[src/rtl/pc_sel_pkg.sv]
// Shared constants and state encoding for the PC select / next-PC stage.
package pc_sel_pkg;

  localparam logic [2:0] F3_BEQ  = 3'b000;
  localparam logic [2:0] F3_BNE  = 3'b001;
  localparam logic [2:0] F3_BLT  = 3'b100;
  localparam logic [2:0] F3_BGE  = 3'b101;
  localparam logic [2:0] F3_BLTU = 3'b110;
  localparam logic [2:0] F3_BGEU = 3'b111;

  localparam int INSN_BYTES = 4;

  typedef enum logic [1:0] {
    S_RESET,
    S_RUN,
    S_REDIR,
    S_HALT
  } state_t;

endpackage

[src/rtl/pc_sel_unit_branch_taken_dec.sv]
// B-type outcome from funct3 and comparator flags; signed/unsigned share the flags.
module branch_taken_dec
  import pc_sel_pkg::*;
(
  input  logic [2:0] funct3,
  input  logic       br_eq,
  input  logic       br_lt,
  input  logic       work,
  output logic       branch_taken
);

  always_comb begin
    branch_taken = 1'b0;
    if (work) begin
      case (funct3)
        F3_BEQ:           branch_taken = br_eq;
        F3_BNE:           branch_taken = ~br_eq;
        F3_BLT, F3_BLTU:  branch_taken = br_lt;
        F3_BGE, F3_BGEU:  branch_taken = ~br_lt;
        default:          branch_taken = 1'b0;
      endcase
    end
  end

endmodule

[src/rtl/pc_sel_unit.sv]
// PC register and next-PC select: sequential advance, redirect with one bubble,
// and a sticky halt on a misaligned redirect target.
module pc_sel_unit
  import pc_sel_pkg::*;
#(
  parameter int              XLEN     = 32,
  parameter logic [XLEN-1:0] RESET_PC = 32'h0000_0000
) (
  input  logic            clk,
  input  logic            rst_n,
  input  logic            br_valid,
  input  logic            is_branch,
  input  logic            is_jal,
  input  logic            is_jalr,
  input  logic [2:0]      funct3,
  input  logic            BrEq,
  input  logic            BrLT,
  input  logic            work,
  input  logic [XLEN-1:0] target,
  input  logic            fetch_ready,
  output logic            fetch_valid,
  output logic [XLEN-1:0] fetch_pc,
  output logic            taken,
  output logic            flush,
  output logic            misalign_err
);

  state_t          state, state_nx;
  logic [XLEN-1:0] pc_nx;
  logic [XLEN-1:0] eff_target;
  logic            branch_taken;
  logic            flush_nx;
  logic            err_nx;

  branch_taken_dec u_dec (
    .funct3       (funct3),
    .br_eq        (BrEq),
    .br_lt        (BrLT),
    .work         (work),
    .branch_taken (branch_taken)
  );

  // JALR clears bit 0; jumps are taken regardless of the comparator.
  assign eff_target = is_jalr ? (target & ~XLEN'(1)) : target;
  assign taken      = br_valid & (is_jalr | is_jal | (is_branch & branch_taken))
                    & (state != S_REDIR) & (state != S_HALT);
  assign fetch_valid = (state == S_RUN);

  always_comb begin
    state_nx = state;
    pc_nx    = fetch_pc;
    flush_nx = 1'b0;
    err_nx   = misalign_err;
    case (state)
      S_RESET: state_nx = S_RUN;
      S_RUN: begin
        if (taken) begin
          if (eff_target[1:0] == 2'b00) begin
            pc_nx    = eff_target;
            flush_nx = 1'b1;
            state_nx = S_REDIR;
          end else begin
            err_nx   = 1'b1;
            state_nx = S_HALT;
          end
        end else if (fetch_ready) begin
          pc_nx = fetch_pc + XLEN'(INSN_BYTES);
        end
      end
      // Target already loaded on entry; this cycle is the bubble.
      S_REDIR: state_nx = S_RUN;
      S_HALT:  state_nx = S_HALT;
      default: state_nx = S_RESET;
    endcase
  end

  always_ff @(posedge clk or negedge rst_n) begin
    if (!rst_n) begin
      state        <= S_RESET;
      fetch_pc     <= RESET_PC;
      flush        <= 1'b0;
      misalign_err <= 1'b0;
    end else begin
      state        <= state_nx;
      fetch_pc     <= pc_nx;
      flush        <= flush_nx;
      misalign_err <= err_nx;
    end
  end

endmodule

[config.mk]
export PLATFORM = sky130hd
export DESIGN_NAME = pc_sel_unit
export DESIGN_NICKNAME = d
export VERILOG_FILES = /design/src/rtl/pc_sel_pkg.sv /design/src/rtl/pc_sel_unit_branch_taken_dec.sv /design/src/rtl/pc_sel_unit.sv
export SDC_FILE = /design/constraint.sdc
export NUM_CORES = 1
export LEC_CHECK = 0
export ABC_AREA = 0
export ABC_CLOCK_PERIOD_IN_PS = 3450
export CAP_MARGIN = 10
export CORE_ASPECT_RATIO = 0.7
export CORE_MARGIN = 2
export CORE_UTILIZATION = 49
export DETAILED_ROUTE_END_ITERATION = 12
export GPL_TIMING_DRIVEN = 1
export PLACE_DENSITY_LB_ADDON = 0.3
export REMOVE_ABC_BUFFERS = 1
export SLEW_MARGIN = 5
export SYNTH_ARGS = -nofsm -noshare
export SYNTH_HDL_FRONTEND = slang
export SYNTH_SLANG_ARGS = --single-unit
export TNS_END_PERCENT = 1
[constraint.sdc]
create_clock -name clk -period 3.45 [get_ports clk]
set_clock_uncertainty 0.15 [all_clocks]
set_input_delay 0.345 -clock clk [delete_from_list [all_inputs] [get_ports clk]]
set_output_delay 0.345 -clock clk [all_outputs]
set_load 0.02 [all_outputs]
==> results.md <==
* Final hold violation count at 1
* Hold_ws at -1.40 ps
* Unrepaired setup endpoints after global routing: false
* Worst slew margin at 35.8%
* Final Routed Wirelength at around 6200 um
* Pwr Total at about 1.9 mW
* Run status: finished, violations left
* # nets final at between 400 and 500
* Vias/cell at around 5.9
* Gate power share at a little over two fifths
* Final min period at 2860 ps
* Post-synth top area share at around two fifths
* Setup CP Type: in -> out
* Syn Area/Cell at between 7 and 8 um^2
* Cell count after placement at approximately 400
* Clock transition at the registers of the reported paths at ~70 ps
* Global-route wire length before repair at 10300 um
* Period utilisation layout at 82.8%
* Synth async-reset ratio at 100%
* Final core utilization at slightly above 70%
* Worst Max-Slew Pin Slew at roughly 950 ps
* Post-Synth XOR/XNOR Area at 0.776%
* Core area at 4380 um^2
* Clock Power Share at between 10% and 20%
* Dpl cell area at ~3000 um^2
* Int Power at 1.12 mW
* Clk Latency, worst-skew pair at roughly 290 ps
* Critical path arrival at between 2000 and 2500 ps
* Post-synth top cells: a21oi_1, dfrtp_1, nand2_1
* Antenna-violating nets left at 0
* Die X at ~85 um
* Fmax achieved at between 300 and 400 MHz
* DRC Markers at 0
* Post-synthesis simple-gate area fraction at a little over a quarter
* Initial DRT Pass Iterations at 4
* Main combinational cell family by area after synthesis: compound AO/OA/AOI/OAI gates
* Sequential area share after synthesis at roughly two fifths
* Startpoint types: input port
* P_sw at slightly below 0.8 mW
* Grt ovf at 0
* Clock sinks at 36
* Setup_tns at 0 ps
* Cts hold-fix bufs at 0
* Top Usage Layer GRT: met2
* Cell Count, Final, Fillers Out at between 400 and 500
* Most frequent cell after synthesis: a21oi_1
* Post-Synth Adder-Cell Area at less than 1%
* Root buffer cell: clkbuf_8
* CP endpoint kind: output port
* # resized after CTS at 0
* Antenna violations before repair at 0
* Die Ht at ~61 um
* All-layer global routing usage at about 25%
* CTS H-Tree Depth at 2
* Synth warn at 0
* Number of max-cap violations at 0
* Complex-gate fraction of the synthesized area at between 20% and 30%
* Main synth FF type: dfrtp_1
* Cts bufs inserted at 5
* TritonCTS clock tree: yes
* Post-CTS Setup Inserts at 0
* Pwr Density at between 600 and 700 nW/um^2
* Global routing met1 resource utilization at between 30% and 40%
* EDFF count, synth at 0
* P&R area growth vs syn at 38.6%
* Ant diodes at 0
* Peak VDD IR at 0.462 mV
* Largest net degree at the start of global routing at 60
* Post-synthesis mux area share at 0%
* Grt met2 use at 39.3%
* Req. time, crit path at a little under 3000 ps
* Leakage at 1.27 nW
* WL/cell at between 15 and 20 um
* Vias in the first global route at between 2000 and 2500
* Largest cells by area after synthesis: dfrtp_1, a21oi_1, o21ai_0, nand2_1, nand3_1
* Violated checks: hold timing
* CP max FO at 5
* Slew Limit Fails at 0
* Design Area, Final at between 3000 and 4000 um^2
* Area leader, netlist: dfrtp_1
* HPWL Detailed at 4250 um
* Post-Synthesis Cell Area at about 2300 um^2
* Initial DRC count at 214
* IO Count at slightly above 80
* Vias at 2417
* Layout cell share with drive strength beyond 1 at 7.54%
* I/O Buffers at 80
* CTS max path bufs at 2
* Switching Share at between 40% and 50%
* Die area at approximately 5200 um^2
* Cells after Synth at ~290
* Hold Path Class: in -> async
* Final setup vio count at 0
* Library cells used by synthesis at 37
* Reg power frac at between 30% and 40%
* Met3 Use GR at around 5.6%
* Gp weighted congestion at around 0.82
* Synthesized flop and latch total at 36
* Starting Density at between 50% and 60%
* Row Count at 20
[worst max-delay path, stage by stage]
cell	delay, ps
clkdlybuf4s50_1	510
xor2_1	190
a22oi_2	150
o31a_2	350
inv_1	170
clkdlybuf4s50_1	640
[flip-flops by register name (all words and copies together), names as in the netlist]
register	cells
fetch_pc	32
state	2
flush	1
misalign_err	1
[placed cells by master (no fill, tap or decap), types with 6 or more instances in the layout]
master / Yosys / final
nand2_1: 35 / 35
nand3_1: 22 / 22
nor2_1: 17 / 17
a31o_2: 6 / 6
nand4_1: 15 / 15
clkdlybuf4s50_1: 0 / 79
dfrtp_1: 36 / 36
o21ai_0: 29 / 29
clkbuf_8: 0 / 6
and3_1: 6 / 6
a21oi_1: 55 / 55
[layout make-up]
class,count,area [um^2]
Timing Repair Buffer,82,811
Inverter,4,15.0
Clock inverter,2,10.0
Multi-Input combinational cell,228,1240
Tap cell,55,68.8
Fill cell,352,1250
Clock buffer,6,82.6
Sequential cell,36,901
[cell families after synthesis]
logic type,Yosys count
AOI/OAI and AO/OA,108
xor gates and xnor gates,2
adders and majority gates,1
buffers and inverters,21
DFF,36
and+or+nand+nor,117
[metrics by stage]
step	setup WS, ps	hold slack, ps
after floorplan	642	-101
after global placement	632	309
after detailed placement	594	313
after CTS	575	24.1
after global routing	523	53.6
final	593	-1.40
[power by group through the flow]
stage          Combinational (mW)  Clock (mW)  Sequential (mW)
6_report                    0.827       0.318            0.750
5_1_grt                     0.897       0.337            0.787
4_1_cts                     0.829       0.320            0.745
3_5_place_dp                0.822           0            0.750
3_3_place_gp                0.808           0            0.748
2_1_floorplan               0.265           0            0.883
[metal layers]
layer	vias to the layer above	share of wire (%)
li1	1186	-
met1	1124	45
met2	96	46
met3	11	7.0
met4	0	1.5
met5	-	0
[path summary, 6_finish.rpt]
path	end	start	slack (ps)	cells past startpoint
worst max-delay path	taken	funct3[0]	590	6
worst min-delay path	fetch_pc[28]$_DFFE_PN0P_	rst_n	-1	1
worst min register to register	misalign_err$_DFFE_PN0P_	misalign_err$_DFFE_PN0P_	330	1
min in group clk	misalign_err$_DFFE_PN0P_	misalign_err$_DFFE_PN0P_	330	1
max in group asynchronous	fetch_pc[0]$_DFFE_PN0P_	rst_n	2630	1
worst max register to register	fetch_pc[19]$_DFFE_PN0P_	fetch_pc[11]$_DFFE_PN0P_	1170	6
Note: power is estimated with default switching activity, not from simulation.
